$ cat src/rtl/cpu_run_ctrl.sv
// Run/step sequencer for the single-cycle CPU: produces the per-cycle clock enable cpu_en.
// Breakpoint hardware is built only when RUN_CTRL_BP_EN is defined.
module cpu_run_ctrl #(
  parameter int unsigned DB_CYCLES = 125000,
  parameter int unsigned DB_W      = 17
) (
  input  logic        clk,
  input  logic        rst,
  input  logic        run,
  input  logic        step,
  input  logic [31:0] pc,
  input  logic [31:0] bp_addr,
  input  logic        bp_set,
  input  logic        bp_clr,
  output logic        cpu_en,
  output logic [1:0]  state,
  output logic        halted,
  output logic [31:0] cycle_cnt
);

  typedef enum logic [1:0] {
    StHalt  = 2'b00,
    StStep  = 2'b01,
    StRun   = 2'b10,
    StBreak = 2'b11
  } run_state_e;

  localparam logic [DB_W-1:0] DbLast = DB_W'(DB_CYCLES - 1);
  localparam logic [DB_W-1:0] DbOne  = DB_W'(1);

  run_state_e      state_q;
  logic            run_meta;
  logic            run_s;
  logic            step_meta;
  logic            step_s;
  logic [DB_W-1:0] db_cnt;
  logic            step_db;
  logic            step_db_prev;
  logic            step_rise;
  logic            bp_hit;

  // Two-flop synchronizers for the asynchronous board inputs.
  always_ff @(posedge clk or posedge rst) begin
    if (rst) begin
      run_meta  <= 1'b0;
      run_s     <= 1'b0;
      step_meta <= 1'b0;
      step_s    <= 1'b0;
    end else begin
      run_meta  <= run;
      run_s     <= run_meta;
      step_meta <= step;
      step_s    <= step_meta;
    end
  end

  // step_db follows step_s only after DB_CYCLES consecutive differing samples.
  always_ff @(posedge clk or posedge rst) begin
    if (rst) begin
      db_cnt  <= '0;
      step_db <= 1'b0;
    end else if (step_s != step_db) begin
      if (db_cnt == DbLast) begin
        step_db <= step_s;
        db_cnt  <= '0;
      end else begin
        db_cnt <= db_cnt + DbOne;
      end
    end else begin
      db_cnt <= '0;
    end
  end

  // Registered rising-edge pulse of the debounced button.
  always_ff @(posedge clk or posedge rst) begin
    if (rst) begin
      step_db_prev <= 1'b0;
      step_rise    <= 1'b0;
    end else begin
      step_db_prev <= step_db;
      step_rise    <= step_db & ~step_db_prev;
    end
  end

`ifdef RUN_CTRL_BP_EN
  logic [31:0] bp_reg;
  logic        bp_armed;

  // A simultaneous set and clear leaves the breakpoint armed.
  always_ff @(posedge clk or posedge rst) begin
    if (rst) begin
      bp_reg   <= '0;
      bp_armed <= 1'b0;
    end else if (bp_set) begin
      bp_reg   <= bp_addr;
      bp_armed <= 1'b1;
    end else if (bp_clr) begin
      bp_armed <= 1'b0;
    end
  end

  assign bp_hit = bp_armed & (pc == bp_reg);
`else
  logic unused_bp;
  assign unused_bp = ^{pc, bp_addr, bp_set, bp_clr};
  assign bp_hit    = 1'b0;
`endif

  // Combinational so that a breakpoint blocks the instruction at pc in the same cycle.
  assign cpu_en = (state_q == StStep) | ((state_q == StRun) & ~bp_hit);
  assign state  = state_q;

  always_ff @(posedge clk or posedge rst) begin
    if (rst) begin
      state_q <= StHalt;
      halted  <= 1'b1;
    end else begin
      case (state_q)
        StHalt: begin
          if (run_s) begin
            state_q <= StRun;
            halted  <= 1'b0;
          end else if (step_rise) begin
            state_q <= StStep;
            halted  <= 1'b0;
          end
        end
        StStep: begin
          state_q <= StHalt;
          halted  <= 1'b1;
        end
        StRun: begin
          if (!run_s) begin
            state_q <= StHalt;
            halted  <= 1'b1;
          end else if (bp_hit) begin
            state_q <= StBreak;
            halted  <= 1'b1;
          end
        end
        StBreak: begin
          if (!run_s) begin
            state_q <= StHalt;
            halted  <= 1'b1;
          end else if (step_rise) begin
            state_q <= StStep;
            halted  <= 1'b0;
          end
        end
        default: begin
          state_q <= StHalt;
          halted  <= 1'b1;
        end
      endcase
    end
  end

  always_ff @(posedge clk or posedge rst) begin
    if (rst) begin
      cycle_cnt <= '0;
    end else if (cpu_en) begin
      cycle_cnt <= cycle_cnt + 32'd1;
    end
  end

  halted_matches_state: assert property (@(posedge clk) disable iff (rst)
    halted == ((state_q == StHalt) || (state_q == StBreak)));

  no_enable_when_halted: assert property (@(posedge clk) disable iff (rst)
    halted |-> !cpu_en);

endmodule
$ cat config.mk
export PLATFORM = sky130hd
export DESIGN_NAME = cpu_run_ctrl
export DESIGN_NICKNAME = d
export VERILOG_FILES = /design/src/rtl/cpu_run_ctrl.sv
export SDC_FILE = /design/constraint.sdc
export NUM_CORES = 1
export LEC_CHECK = 0
export ABC_AREA = 0
export CAP_MARGIN = 20
export CORE_ASPECT_RATIO = 0.75
export CORE_MARGIN = 8
export CORE_UTILIZATION = 47
export DETAILED_ROUTE_END_ITERATION = 10
export PLACE_DENSITY_LB_ADDON = 0.25
export SKIP_LAST_GASP = 1
export SLEW_MARGIN = 5
export SYNTH_ARGS = -nofsm -noshare
export SYNTH_HDL_FRONTEND = slang
export SYNTH_SLANG_ARGS = --single-unit
$ cat constraint.sdc
create_clock -name clk -period 6.4 [get_ports clk]
set_clock_uncertainty 0.15 [all_clocks]
set_input_delay 1.92 -clock clk [delete_from_list [all_inputs] [get_ports clk]]
set_output_delay 1.92 -clock clk [all_outputs]
set_load 0.03 [all_outputs]
Word-level counts from Yosys, hierarchy flattened

Cells that the tools add are included.

Output and inout port bits: 36
Bits of input ports: 70
Logic and storage cells: 36
Register bits: 59

Reductions and logical operators: 2
Mux-type cells: 12
Eq/ne operators: 6
$add $sub $neg: 2
Bitwise logic cells: 3

Operators by type and width:

| operator                                                         | number |
|---|---|
| 17-bit two-way mux                                               | 2 |
| 32-bit by 1-bit adder with 32-bit output (second input constant) | 1 |
| 17-bit by 1-bit adder with 17-bit output (second input constant) | 1 |
| 17-bit == test (second input constant)                           | 1 |
| 2-bit two-way mux                                                | 4 |
| 2-bit one-hot mux with 4 select lines                            | 1 |
| 2-bit == test (second input constant)                            | 2 |
| 1-bit two-way mux                                                | 4 |
| 1-bit one-hot mux with 4 select lines                            | 1 |
| 2-bit by 1-bit == test with 1-bit output (second input constant) | 1 |
| 2-bit logical NOT                                                | 1 |
| 2-bit != test (second input constant)                            | 1 |
| 2-bit AND reduction                                              | 1 |
| 1-bit AND                                                        | 1 |
| 1-bit != test                                                    | 1 |
| 1-bit NOT                                                        | 1 |
| 1-bit OR                                                         | 1 |

Longest topological paths before layout

Gate-level depths: netlist of run 1.

Depth after elaboration: 3
Gate-level depth with buffers: 8
Gate-level depth less buffers: 6

Worst setup path after synthesis of run 1

OpenSTA, ideal clock, no wires.

Path kind: register -> output
Start: reg state_q[0], in the netlist state[0]
End: out cpu_en
Data required time: 4.330 ns
Slack: 3.249 ns
Arrival: 1.081 ns
Stages on the path, launching flop included: 3
Cells stage by stage: dfrtp_1 -> inv_1 -> ha_1

Cells in the longest elaborated chain, start to end: 2
Elaborated cells on any way between the ends: 3
Classes of those cells: eq/ne (2); bitwise (1)

RTL lines:

| what                                                                      | RTL line | RTL |
|---|---|---|
| start, declared                                                           | 31       | `run_state_e state_q;` |
| start signal, assigned                                                    | 115      | `state_q <= StHalt;` |
| start signal, assigned                                                    | 121      | `state_q <= StRun;` |
| start signal, assigned                                                    | 124      | `state_q <= StStep;` |
| 2-bit by 1-bit == test with 1-bit output or 2-bit == test (tied branches) | 110      | `assign cpu_en = (state_q == StStep) \| ((state_q == StRun) & ~bp_hit);` |
| 1-bit OR *                                                                | 110      |  |
| end, declared                                                             | 15       | `output logic cpu_en,` |

Mark *: on every way between the ends. The rest lies on a longest branch, timed or not.

Worst setup path in the final report of run 1

Ends and elaborated chain as after synthesis.

==> metrics.yaml, run 1 <==
power:
  p_sw_share_pct: 30.4
  pwr-share-clk_pct: 35.6
  cellLeakagePower_nw: 1.51
  vdd_drop_max_v: 0.000174
  p_switching_mw: 0.307
  p_seq_share_pct: 43.5
  total_power_mw: 1.01
  internal_power_mw: 0.704
  comb_power_share_pct: 20.9
  p_per_area_nw_per_um2: 293
route:
  drtIter0Drc: 85
  drtPass1Iterations: 4
  drc: 0
  wl_met1_mm: 2.68
  vias_per_cell: 5.26
  num_vias: 1998
  route.met2.wl_mm: 2.48
  highest_layer: "met4"
  wl_met3_um: 319
  drtAntennaViolNets: 0
  post_drt_wl_per_cell_um: 14.7
  wl_mm: 5.58
setup_path:
  worstPathRequired_ps: 4330
  critPathMaxStageDelay_ps: 730
  crit_fanout: 8
  worstReg2RegStart: "state[0]"
  crit_chain: "inv_1 -> ha_1 -> clkdlybuf4s50_1"
  slowest_stage: "clkdlybuf4s50_1"
  cp_top_family: "buffers and inverters"
  endpoint_kind: "output port"
  arrival_ps: 1990
  critPathBufInv: 2
  r2r_slack_ps: 3750
  path_class: "flop to output port"
  regToRegEndpoint: "cycle_cnt[22]"
  worst_r2r_path_depth: 6
  critPathLaunchType: "flop"
min_path:
  worst_hold_path.endpoint: "run_s"
  min_from: "run_meta"
  worst_hold_path_type: "flop to flop"
  holdPathStages: 0
cells_and_area:
  fin_nets: 372
  drive_gt1_share_pct: 10.6
  final_cell_mix: "58 x dfrtp_1, 39 x clkdlybuf4s50_1, 23 x nor2_1, 22 x xnor2_1, 21 x xor2_1"
  final_common_cell: "dfrtp_1"
  fill_cells: 472
  areaGrowthSynthToFinish_pct: 25.0
  num_antenna_cells: 0
global_route:
  grt_max_degree: 60
  antenna_found_initial: 0
  grt.overflow.total: 0
  globalRouteTotalUtil_pct: 13.8
  grt_pass1_wl_mm: 9.40
  grt_pass1_vias: 1988
logic_synthesis:
  synth_edf_count: 0
  ys_top_cells_by_area: "dfrtp_1 53%, xnor2_1 7.0%, xor2_1 6.7%"
  syn_inst: 250
  ys_ff_latch: 59
  synth_flop_cell: "dfrtp_1"
  synth_cell_types: 37
  syn_avg_cell_area_um2: 11.0
  syn_nets: 325
  yosysTopAreaCellShare_pct: 52.6
  synthArstFlopShare_pct: 100
  yosys.area.top_type: "dfrtp_1"
  yosys_warnings: 0
  syn_area_um2: 2760
  ys_seq_area_share_pct: 53.6
timing:
  grt_setup_unrepaired: "false"
  fmax_mhz: 246
  slew_headroom_pct: 50.5
  min_period_ps: 4060
  drv_slew: 0
  worst_pin_slew_ps: 736
  setup_viol: 0
  hold_violations: 0
  period_share_pct: 63.4
  tns_ps: 0
clocking:
  cts_resized: 0
  post-cts-setup-buffers: 0
  cts_hold_buf: 0
  htreeDepth: 3
  cts-root-buf: "clkbuf_8"
  cts_buffer_depth: 2
  cts_sinks: 59
  cts-buffers-inserted: 9
  cts_tree: "yes"
  path_clk_slew_ps: 60
  clk_latency_ps: 340
floorplan:
  rows: 24
  die_area_um2: 8600
  die_w_um: 104
  die_y_um: 82.4
  start_util_pct: 48.1
  ioPinCount: 106
  core_area_um2: 5740
outcome:
  run_status: "complete, no violations"
placement:
  gp_congestion: 0.810
  port_buffers: 39
  hpwl_mm: 3.77
flow_run:
  drv_cap: 0
[kinds of logic after synthesis]
family | Yosys count | share of synthesized area [%]
AND/OR/NAND/NOR | 104 | 22.3
flip-flops | 59 | 53.6
XOR/XNOR | 43 | 13.7
AO/OA/AOI/OAI | 18 | 4.22
buffers and inverters | 18 | 2.86
adder cells (fa/ha/maj) | 5 | 2.27
multiplexers | 3 | 1.18
[synth_stat cells (2+ instances only)]
cell type and number:
a21oi_1 7, and4_1 4, buf_2 3, dfrtp_1 58
ha_1 5, inv_1 13, mux2_2 2, nand2_1 18
nand3_1 13, nand4_1 11, nand4_2 2, nor2_1 23
nor2b_1 2, nor3_1 12, nor4_1 2, nor4_4 2
nor4b_1 2, o21ai_0 3, o2bb2ai_1 2, o31ai_1 2
or3_1 3, or4_1 3, or4_4 3, xnor2_1 22
xor2_1 21
[layer usage]
metal  vias up  global-route usage (%)
li1        964                       -
met1       982                    16.8
met2        43                    21.3
met3         9                    5.50
met4         0                    6.62
met5         -                       0
[worst max path at each step]
stage	cells past startpoint	from	to	slack, ps
after floorplan	1	rst	cycle_cnt[0]	2880
after global placement	3	state[0]	cpu_en	2690
after detailed placement	3	state[1]	cpu_en	2680
after CTS	3	state[1]	cpu_en	2300
after global routing	3	state[1]	cpu_en	2210
final	3	state[0]	cpu_en	2340
[worst register-to-register path: stages, from the launching register on]
cell	delay [ps]
dfrtp_1	400
inv_1	80
ha_1	440
nand3_1	170
or4_1	780
nor4_4	380
xnor2_1	170
[sequential cells by signal (all words and copies together) (netlist names)]
signal        count
cycle_cnt        32
run_meta          1
run_s             1
step_s            1
state             2
step_meta         1
halted            1
db_cnt           17
step_db_prev      1
step_db           1
step_rise         1
[layout make-up]
class | count | area (um^2) | area share [%]
clock buffer | 12 | 165 | 4.79
multi-input combinational | 173 | 1200 | 34.9
inverter | 13 | 48.8 | 1.42
sequential | 59 | 1480 | 42.9
timing repair buffer | 41 | 409 | 11.9
clock inverter | 4 | 47.5 | 1.38
tap | 78 | 97.6 | 2.83
[stage by stage]
stage          cells  utilization [%]  setup slack (ps)  area, um^2  hold slack, ps
6_report         380             60.1              2340        3450             197
5_1_grt          380             60.1              2210        3450             214
4_1_cts          380             60.1              2300        3450             197
3_5_place_dp     364             56.4              2680        3240             185
3_3_place_gp     363             56.2              2690        3220             184
2_1_floorplan    250                -              2880        2760             181
[power groups by stage]
stage               clock [mW]  sequential (mW)  combinational, mW
floorplan                    0            0.489             0.0919
global placement             0            0.446              0.208
CTS                      0.369            0.441              0.213
detailed placement           0            0.448              0.213
global route             0.380            0.446              0.229
finish                   0.359            0.440              0.211
Note: power is estimated with default switching activity, not from simulation.
==> run 2: changes to the inputs <==
CORE_UTILIZATION = 44   (was 47)
clock period = 3.95 ns   (was 6.4 ns; I/O delays follow)
==> run 2 against run 1 <==
Utilization is 4.7 points lower. Global-route usage is 0.90 points lower. Hold slack better by 2.4 ps. Highest routed layer unchanged.
==> metrics.yaml, run 2 (synthesis results as in run 1) <==
outcome:
  run_status: "complete, no violations"
setup_path:
  worstPathRequired_ps: 2610  # -1720 ps
  crit_fanout: 8  # unchanged
  r2r_slack_ps: 1290  # -2460 ps
  endpoint_kind: "output port"
  worstReg2RegStart: "state[0]"
  worst_r2r_path_depth: 6  # unchanged
  path_class: "flop to output port"
  arrival_ps: 2010  # +20 ps
  critPathLaunchType: "flop"
  regToRegEndpoint: "cycle_cnt[19]"
cells_and_area:
  final_common_cell: "dfrtp_1"
  drive_gt1_share_pct: 9.97  # -0.63 points
  final_cell_mix: "58 x dfrtp_1, 39 x clkdlybuf4s50_1, 23 x nor2_1, 22 x xnor2_1, 21 x xor2_1"
  num_antenna_cells: 0  # unchanged
  regMostFlops: "cycle_cnt"
  largest_reg_flops: 32  # unchanged
  fin_area_um2: 3430  # -0.40%
  fill_cells: 555  # +18%
  fin_nets: 372  # unchanged
  stdcell_count: 382  # +0.53%
  areaGrowthSynthToFinish_pct: 24.5
  regArea_um2: 1480  # unchanged
  multi_input_area_um2: 1200  # unchanged
floorplan:
  start_util_pct: 44.5  # -3.6 points
  die_w_um: 107  # +2.8%
  ioPinCount: 106  # unchanged
  rows: 25  # +4.2%
  die_y_um: 84.6  # +2.7%
  core_area_um2: 6190  # +8.0%
  die_area_um2: 9090  # +5.6%
route:
  drtPass1Iterations: 4  # unchanged
  drc: 0  # unchanged
  drtAntennaViolNets: 0  # unchanged
  wl_mm: 5.33  # -4.4%
  num_vias: 1948  # -2.5%
  drtIter0Drc: 49  # -42%
  post_drt_wl_per_cell_um: 14.0  # -4.9%
  vias_per_cell: 5.10  # -3.0%
timing:
  hold_violations: 0  # unchanged
  slew_headroom_pct: 38.3  # -12 points
  worst_pin_slew_ps: 917  # +181 ps
  tns_ps: 0  # unchanged
  min_period_ps: 3350
  worst_slack_ps: 604  # -1740 ps
  fmax_mhz: 299
  period_share_pct: 84.7
  drv_slew: 0  # unchanged
  setup_viol: 0  # unchanged
  grt_setup_unrepaired: "false"
clocking:
  cts-buffers-inserted: 9  # unchanged
  post-cts-setup-buffers: 0  # unchanged
  htreeDepth: 3  # unchanged
  cts_hold_buf: 0  # unchanged
  cts_tree: "yes"
  cts_resized: 0  # unchanged
  path_clk_slew_ps: 70  # about the same
  cts_sinks: 59  # unchanged
  cts-root-buf: "clkbuf_8"
  clk_latency_ps: 340  # about the same
  cts_buffer_depth: 2  # unchanged
flow_run:
  drv_cap: 0  # unchanged
placement:
  gp_congestion: 0.752  # -7.1%
  place_ws_ps: 947  # -1740 ps
  port_buffers: 39  # unchanged
  dp_cells: 367  # +0.82%
  hpwl_mm: 3.82  # +1.4%
  dpl_cell_area_um2: 3250  # +0.50%
min_path:
  worst_hold_path_type: "flop to flop"
  min_from: "step_meta"
  holdPathStages: 0  # unchanged
  worst_hold_path.endpoint: "step_s"
power:
  vdd_drop_max_v: 0.000179  # +2.8%
  p_per_area_nw_per_um2: 459  # +57%
  cellLeakagePower_nw: 1.50  # -1.0%
global_route:
  globalRouteTotalUtil_pct: 12.9  # -0.90 points
  grt_pass1_vias: 1938  # -2.5%
  grt_max_degree: 31  # -48%
  antenna_found_initial: 0  # unchanged
  grt.overflow.total: 0  # unchanged
  grt_pass1_wl_mm: 9.23  # -1.8%
run 2: changes by cell type in the layout (fill, tap and decap cells not counted), sizes merged:
cell and delta:
clkinvlp +1, clkbuf -2
run 2: critical path, cell delays in order, from the launching register on:
cell             delay, ps
dfrtp_1                400
inv_1                   80
ha_1                   460
clkdlybuf4s50_1        730
run 2: how the worst max path moves through the flow:
stage	slack [ps]	start	endpoint	depth (start not counted)
2_1_floorplan	1160	rst	cycle_cnt[0]	1
3_3_place_gp	980	state[0]	cpu_en	3
3_5_place_dp	950	state[0]	cpu_en	3
4_1_cts	580	state[0]	cpu_en	3
5_1_grt	490	state[0]	cpu_en	3
6_report	600	state[0]	cpu_en	3
run 2: final cells by class:
| type | instances | area share (%) |
|---|---|---|
| inverters | 13 | 1.42 |
| flip-flops and latches | 59 | 43.0 |
| clock inverters | 5 | 1.60 |
| well taps | 81 | 2.95 |
| multi-input cells | 173 | 35.0 |
| clock buffers | 10 | 3.72 |
| repair buffers | 41 | 12.3 |
run 2: report_power, final:
group          internal, mW  total, mW  switching (mW)
logic                 0.148      0.341           0.193
clock network         0.285      0.525           0.239
registers             0.652      0.711          0.0581
total                  1.09       1.58           0.490
run 2: metrics by stage:
stage,util [%],power [mW],hold slack [ps]
2_1_floorplan,-,0.940,181
3_3_place_gp,52.3,1.06,186
3_5_place_dp,52.5,1.07,186
4_1_cts,55.5,1.60,201
5_1_grt,55.5,1.66,207
6_report,55.5,1.58,199
run 2: per-layer routing:
metal	track usage (%)	up-vias	routed length [um]
met5	0	-	0
met4	4.90	0	70
met3	4.67	8	271
met2	19.3	39	2290
met1	16.5	935	2700
li1	-	966	-
==> run 3: changes to the inputs <==
clock period = 3.3 ns   (was 3.95 ns; I/O delays follow)
==> run 3 against run 2 <==
Critical path depth is the same. Design area grew 0.87%. Count of clock-buffer cells in the layout grew 1. Power increased by 25%. First-iteration DRC count rose by 33%. Sequential power rose by 20%. Clock power rose by 33%. Highest routed layer unchanged.
==> metrics.yaml, run 3 (synthesis results as in run 1) <==
global_route:
  grt.overflow.total: 0  # unchanged
  globalRouteTotalUtil_pct: 12.8  # -0.036 points
  grt_max_degree: 60  # +94%
  antenna_found_initial: 0  # unchanged
  grt_pass1_vias: 1957  # +0.98%
  grt_pass1_wl_mm: 9.35  # +1.3%
cells_and_area:
  fin_nets: 373  # +0.27%
  num_antenna_cells: 0  # unchanged
  regArea_um2: 1480  # unchanged
  final_cell_mix: "58 x dfrtp_1, 39 x clkdlybuf4s50_1, 23 x nor2_1, 22 x xnor2_1, 21 x xor2_1"
  fill_cells: 543  # -2.2%
  fin_area_um2: 3460  # +0.87%
  areaGrowthSynthToFinish_pct: 25.6
  multi_input_area_um2: 1200  # unchanged
  largest_reg_flops: 32  # unchanged
  drive_gt1_share_pct: 10.2  # +0.26 points
  regMostFlops: "cycle_cnt"
  final_common_cell: "dfrtp_1"
timing:
  tns_ps: 0  # unchanged
  hold_violations: 0  # unchanged
  min_period_ps: 3160
  slew_headroom_pct: 68.1  # +30 points
  setup_viol: 0  # unchanged
  period_share_pct: 95.7
  drv_slew: 0  # unchanged
  fmax_mhz: 317
  grt_setup_unrepaired: "false"
  worst_pin_slew_ps: 478  # -439 ps
setup_path:
  critPathMaxStageDelay_ps: 740  # about the same
  path_class: "flop to output port"
  slowest_stage: "clkdlybuf4s50_1"
  worstPathRequired_ps: 2160  # -450 ps
  crit_chain: "inv_1 -> ha_1 -> clkdlybuf4s50_1"
  endpoint_kind: "output port"
  crit_fanout: 8  # unchanged
  critPathLaunchType: "flop"
  arrival_ps: 2020  # about the same
  critPathBufInv: 2  # unchanged
  cp_top_family: "buffers and inverters"
power:
  vdd_drop_max_v: 0.000280  # +56%
  cellLeakagePower_nw: 1.51  # +1.3%
  p_per_area_nw_per_um2: 567  # +24%
placement:
  hpwl_mm: 3.76  # -1.6%
  port_buffers: 39  # unchanged
  dpl_cell_area_um2: 3260  # +0.12%
  gp_congestion: 0.791  # +5.2%
route:
  drtPass1Iterations: 4  # unchanged
  drtAntennaViolNets: 0  # unchanged
  post_drt_wl_per_cell_um: 14.1  # +0.82%
  num_vias: 1956  # +0.41%
  wl_mm: 5.41  # +1.3%
  vias_per_cell: 5.09  # -0.11%
  drc: 0  # unchanged
  drtIter0Drc: 65  # +33%
clocking:
  cts-buffers-inserted: 9  # unchanged
  cts-root-buf: "clkbuf_8"
  cts_resized: 0  # unchanged
  clk_latency_ps: 330  # about the same
  cts_buffer_depth: 2  # unchanged
  cts_sinks: 59  # unchanged
  cts_tree: "yes"
  cts_hold_buf: 0  # unchanged
  post-cts-setup-buffers: 0  # unchanged
  path_clk_slew_ps: 60  # about the same
  htreeDepth: 3  # unchanged
floorplan:
  start_util_pct: 44.5  # unchanged
  die_y_um: 84.6  # unchanged
  die_area_um2: 9090  # unchanged
  ioPinCount: 106  # unchanged
  die_w_um: 107  # unchanged
  core_area_um2: 6190  # unchanged
  rows: 25  # unchanged
flow_run:
  drv_cap: 0  # unchanged
outcome:
  run_status: "complete, no violations"
min_path:
  worst_hold_path_type: "flop to flop"
## run 3: cell count changes in the layout (fill, tap and decap cells not counted)
| cell | before | now |
|---|---|---|
| buf_4 | 0 | 2 |
| buf_6 | 1 | 0 |
| bufinv_16 | 1 | 2 |
| clkbuf_1 | 1 | 2 |
| clkinvlp_4 | 2 | 1 |
## run 3: cell type report
cell class | instances | area share, %
clock inverters | 5 | 2.24
inverters | 13 | 1.41
flip-flops and latches | 59 | 42.7
repair buffers | 42 | 12.3
multi-input cells | 173 | 34.7
well taps | 81 | 2.93
clock buffers | 11 | 3.79
## run 3: path summary, 6_finish.rpt
kind	startpoint	to	slack, ps	depth (start not counted)
worst max-delay path	state[0]	cpu_en	140	3
worst min-delay path	step_meta	step_s	200	0
worst max register to register	state[0]	cycle_cnt[22]	680	6
worst min register to register	step_meta	step_s	200	0
max in group asynchronous	rst	halted	1830	3
min in group asynchronous	rst	cycle_cnt[17]	880	3
## run 3: power breakdown
| part | switching [mW] | total [mW] | leakage, nW | internal (mW) |
|---|---|---|---|---|
| Sequential | 0.0739 | 0.855 | 0.796 | 0.781 |
| Clock | 0.276 | 0.699 | 0.103 | 0.423 |
| Combinational | 0.234 | 0.411 | 0.615 | 0.178 |
| Total | 0.583 | 1.96 | 1.51 | 1.38 |
## run 3: stage by stage
| step | hold WS (ps) | worst slack, ps | power, mW | utilization, % | cells |
|---|---|---|---|---|---|
| final | 197 | 142 | 1.96 | 55.9 | 384 |
| after global routing | 205 | 27.7 | 2.08 | 55.9 | 384 |
| after CTS | 202 | 136 | 1.99 | 55.9 | 384 |
| after detailed placement | 187 | 510 | 1.29 | 52.6 | 368 |
| after global placement | 188 | 532 | 1.27 | 52.6 | 368 |
| after floorplan | 181 | 574 | 1.13 | - | 250 |
## run 3: worst reg2reg max path: stages (launching register included)
cell,delay (ps)
dfrtp_1,410
inv_1,80
ha_1,460
nand3_1,140
or4_1,780
nor4_4,370
xnor2_1,150
## run 3: routing by layer
layer  up-vias  track usage (%)  part of all wire (%)
met4         0             5.90                   1.6
met2        41             17.9                    43
li1        963                -                     -
met3        10             4.36                   5.2
met1       942             17.3                    50
met5         -                0                     0
